==> src/rtl/sum_accumulator.sv <==
// Sums CNT_MAX consecutive 5-bit adder results ({carry, sum}) into an ACC_W-bit total
// and hands the total downstream on a valid/ready port, with a sticky overflow flag.
module sum_accumulator #(
   parameter int ACC_W   = 8,
   parameter int CNT_MAX = 4
) (
   input  logic             clk,
   input  logic             rst_n,
   input  logic             clr,
   input  logic             in_valid,
   output logic             in_ready,
   input  logic [3:0]       in_sum,
   input  logic             in_co,
   output logic             out_valid,
   input  logic             out_ready,
   output logic [ACC_W-1:0] out_acc,
   output logic             out_ovf,
   output logic             busy
);

   typedef enum logic [1:0] {
      IDLE,
      ACC,
      DONE
   } state_t;

   state_t           state;
   state_t           state_next;
   logic [ACC_W-1:0] acc;
   logic [7:0]       cnt;
   logic             ovf;
   logic [ACC_W:0]   sum_ext;
   logic             in_xfer;
   logic             out_xfer;
   logic             last_sample;

   assign in_xfer     = in_valid && in_ready;
   assign out_xfer    = out_valid && out_ready;
   assign last_sample = (cnt == 8'(CNT_MAX - 1));
   assign sum_ext     = {1'b0, acc} + (ACC_W + 1)'({in_co, in_sum});

   always_ff @(posedge clk or negedge rst_n) begin
      if (!rst_n) begin
         state <= IDLE;
      end else begin
         state <= state_next;
      end
   end

   // IDLE always holds cnt=0, so the same last-sample test covers CNT_MAX==1.
   always_comb begin
      state_next = state;
      case (state)
         IDLE, ACC: begin
            if (in_xfer) begin
               state_next = last_sample ? DONE : ACC;
            end
         end
         DONE: begin
            if (out_ready) begin
               state_next = IDLE;
            end
         end
         default: state_next = IDLE;
      endcase
      if (clr) begin
         state_next = IDLE;
      end
   end

   always_comb begin
      in_ready  = (state != DONE);
      out_valid = (state == DONE);
      busy      = (state != IDLE);
   end

   // Datapath; clr wins over a same-cycle input transfer so that sample is dropped.
   always_ff @(posedge clk or negedge rst_n) begin
      if (!rst_n) begin
         acc <= '0;
         cnt <= '0;
         ovf <= 1'b0;
      end else if (clr) begin
         acc <= '0;
         cnt <= '0;
         ovf <= 1'b0;
      end else if (in_xfer) begin
         acc <= sum_ext[ACC_W-1:0];
         cnt <= cnt + 8'd1;
         ovf <= ovf | sum_ext[ACC_W];
      end else if (out_xfer) begin
         acc <= '0;
         cnt <= '0;
         ovf <= 1'b0;
      end
   end

   assign out_acc = acc;
   assign out_ovf = ovf;

endmodule

==> config.mk <==
export PLATFORM = sky130hd
export DESIGN_NAME = sum_accumulator
export DESIGN_NICKNAME = d
export VERILOG_FILES = /design/src/rtl/sum_accumulator.sv
export SDC_FILE = /design/constraint.sdc
export NUM_CORES = 1
export LEC_CHECK = 0
export BUFFER_PORTS_ARGS = -buffer_cell sky130_fd_sc_hd__buf_2
export CELL_PAD_IN_SITES_DETAIL_PLACEMENT = 0
export CELL_PAD_IN_SITES_GLOBAL_PLACEMENT = 1
export CORE_MARGIN = 2
export CORE_UTILIZATION = 41
export CTS_BUF_LIST = sky130_fd_sc_hd__clkbuf_8
export DETAILED_ROUTE_END_ITERATION = 10
export PLACE_DENSITY_LB_ADDON = 0.1
export SETUP_SLACK_MARGIN = 0.1
export SLEW_MARGIN = 20
export SYNTH_ARGS = -nofsm -noshare
export SYNTH_HDL_FRONTEND = slang
export SYNTH_SLANG_ARGS = --single-unit
==> constraint.sdc <==
create_clock -name clk -period 3.5 [get_ports clk]
set_input_delay 0.35 -clock clk [delete_from_list [all_inputs] [get_ports clk]]
set_output_delay 0.35 -clock clk [all_outputs]
set_load 0.02 [all_outputs]
==> flow_summary.json <==
{
  "status": "finished, final reports clean",
  "rows": 18,
  "wl_per_cell_um": 13.83,
  "synth.area.top_cells": "dfrtp_1 (44%), ha_1 (7.0%), nand2_1 (5.6%), o21ai_0 (3.7%), xor2_1 (3.3%)",
  "max_freq_ghz": 0.5426,
  "grt_max_degree": 20,
  "ys_seq_area_frac": 0.4424,
  "viasPerCell": 5.405,
  "dieArea_mm2": 0.003047,
  "final.period_utilization": 0.5266,
  "grt_pass1_vias": 852,
  "yosys_register_bits": 19,
  "cp.required_ns": 3.68,
  "vdd_drop_max_mv": 0.2319,
  "ctsLongestPathBuffers": 2,
  "r2r_setup_slack_ns": 1.66,
  "dr.first_iter.drc_count": 20,
  "die_h_um": 55.20,
  "area_delta_synth_final_pct": 15.60,
  "ant_nets": 0,
  "crit_end": "out_ovf",
  "grt_usage": 0.1607,
  "maxCapViolations": 0,
  "final_cell_mix": "buf_2 (21), dfrtp_1 (19), nand2_1 (16)",
  "drive_gt1_frac": 0.2180,
  "rsz0062_at_grt": "no",
  "num_vias": 881,
  "routed_wl_mm": 2.254,
  "synth-edff-count": 0,
  "multi_input_area_um2": 563.0,
  "cellLeakagePower_nw": 0.6004,
  "hpwl_mm": 1.597,
  "cts_tree": "yes",
  "gp_congestion": 0.7433,
  "p_per_area_mw_per_mm2": 391.9,
  "worstSetupPathType": "flip-flop to flip-flop",
  "regArea_um2": 475.5,
  "clkTransAtPathRegs_ns": 0.08,
  "slew_headroom": 0.6493,
  "synth_area_leader_cell": "dfrtp_1",
  "antenna_found_initial": 0,
  "cts_sinks": 19,
  "drc": 0,
  "final_cells": 163,
  "finalMaxSlewViolations": 0,
  "grt_pass1_wl_mm": 3.870,
  "ff2ff_path_depth": 8,
  "core_mm2": 0.002477,
  "yosysUniqueCellTypes": 38,
  "synthesis.nets": 128,
  "dpl.cell_count": 159,
  "finalSetupViolations": 0,
  "startpoint": "out_acc[0]",
  "insertedDiodeCount": 0,
  "tns_ns": 0,
  "cts.hold.buffers_added": 0,
  "yosysWarnings": 0,
  "grt_overflow_total": 0,
  "final_common_cell": "buf_2",
  "fin_worst_skew_ns": 0.005743,
  "end_kind": "flip-flop",
  "path_max_fanout": 3,
  "start_util": 0.4338,
  "layout.nets": 151,
  "boundaryPins": 22,
  "postCtsSetupBuffers": 0,
  "min_path_type": "input pin to asynchronous set/reset pin",
  "post_cts_resized": 0,
  "root_buffer": "clkbuf_8",
  "async_reset_ff_frac": 1.000,
  "r2r-end": "out_ovf",
  "synth_cells": 111,
  "fin_crit_ns": 1.843,
  "r2r_start": "out_acc[0]",
  "crit_arrival_ns": 2.02,
  "worstSkewPairLatency_ns": 0.26,
  "yosysTopAreaCellShare": 0.4424,
  "syn_avg_cell_area_um2": 9.683,
  "tightest_slew_ns": 0.5242,
  "first_pass_iters": 4,
  "hold_viol_final": 0,
  "nFillCells": 248,
  "ys_dominant_reg_cell": "dfrtp_1",
  "numCtsBuffers": 3,
  "h-tree-depth": 1,
  "synthesis.area_mm2": 0.001075,
  "hold_ws_ns": 0.02171,
  "die_w_um": 55.20,
  "worstSetupStartpointType": "flip-flop",
  "port_buffers": 21
}
## layer usage
metal / share of wire / global-route usage
met5: 0 / 0
met4: 0.014 / 0.07317
met3: 0.042 / 0.02576
met2: 0.43 / 0.2483
met1: 0.51 / 0.2214
## cells by family (layout without fill, tap and decap cells)
group / Yosys count / after routing / share of synthesized area
mux: 1 / 1 / 0.009314
compound gates: 35 / 35 / 0.2119
xor+xnor: 4 / 4 / 0.03259
fa+ha+maj: 7 / 7 / 0.08847
flops: 19 / 19 / 0.4424
buf+inv: 7 / 29 / 0.03375
simple gates: 38 / 38 / 0.1816
## flip-flops by register name, indices dropped and copies added, names as in the netlist
register  flops
cnt           8
out_acc       8
out_ovf       1
state         2
## Yosys cell counts (all sizes together), types with 2 or more instances
library cell,n
nor3,2
nor2,6
a21oi,3
nor2b,2
o211ai,3
o21a,2
dfrtp,19
o31ai,4
and2,2
nand2,16
a22o,2
and3,2
ha,6
inv,3
o21ai,14
buf,2
nand3,2
xor2,4
nor4b,2
## stage by stage
step                worst slack [ns]  total power [mW]  area, µm²    util
finish                         1.657            0.4869       1242  0.5015
global route                   1.454            0.5141       1242  0.5015
CTS                            1.662            0.4920       1242  0.5015
detailed placement             1.620            0.3368       1197  0.4833
global placement               1.671            0.3373       1197  0.4833
floorplan                      1.683            0.3070       1075       -
## worst max-delay path: stages (launching register included)
cell,delay (ns)
dfrtp_1,0.37
ha_1,0.20
inv_1,0.07
fa_1,0.40
nor2b_1,0.13
o21a_1,0.16
o21a_1,0.15
o211ai_1,0.10
o21ai_1,0.18
## cell type report
type,instances,area share
tap,30,0.03021
timing repair buffer,21,0.08459
multi-input combinational,85,0.4532
clock buffer,3,0.03323
inverter,4,0.01309
clock inverter,1,0.003021
sequential,19,0.3827
## where the power goes
| part | switching [mW] | internal (mW) | total [mW] | leakage (nW) |
|---|---|---|---|---|
| Combinational | 0.0565 | 0.0372 | 0.0937 | 0.315 |
| Sequential | 0.00937 | 0.230 | 0.239 | 0.259 |
| Clock | 0.0758 | 0.0781 | 0.154 | 0.0269 |
## worst min path at each step
| stage | slack, ns | cells after the start | startpoint | end |
|---|---|---|---|---|
| 2_1_floorplan | 0.05 | 0 | rst_n | cnt[0] |
| 4_1_cts | 0.04 | 1 | rst_n | out_acc[6] |
| 6_report | 0.02 | 1 | rst_n | out_acc[6] |
| 5_1_grt | 0.06 | 1 | rst_n | out_acc[6] |
| 3_5_place_dp | 0.32 | 1 | rst_n | out_acc[6] |
| 3_3_place_gp | 0.32 | 1 | rst_n | out_ovf |
Power figures use the tool's default switching activity.
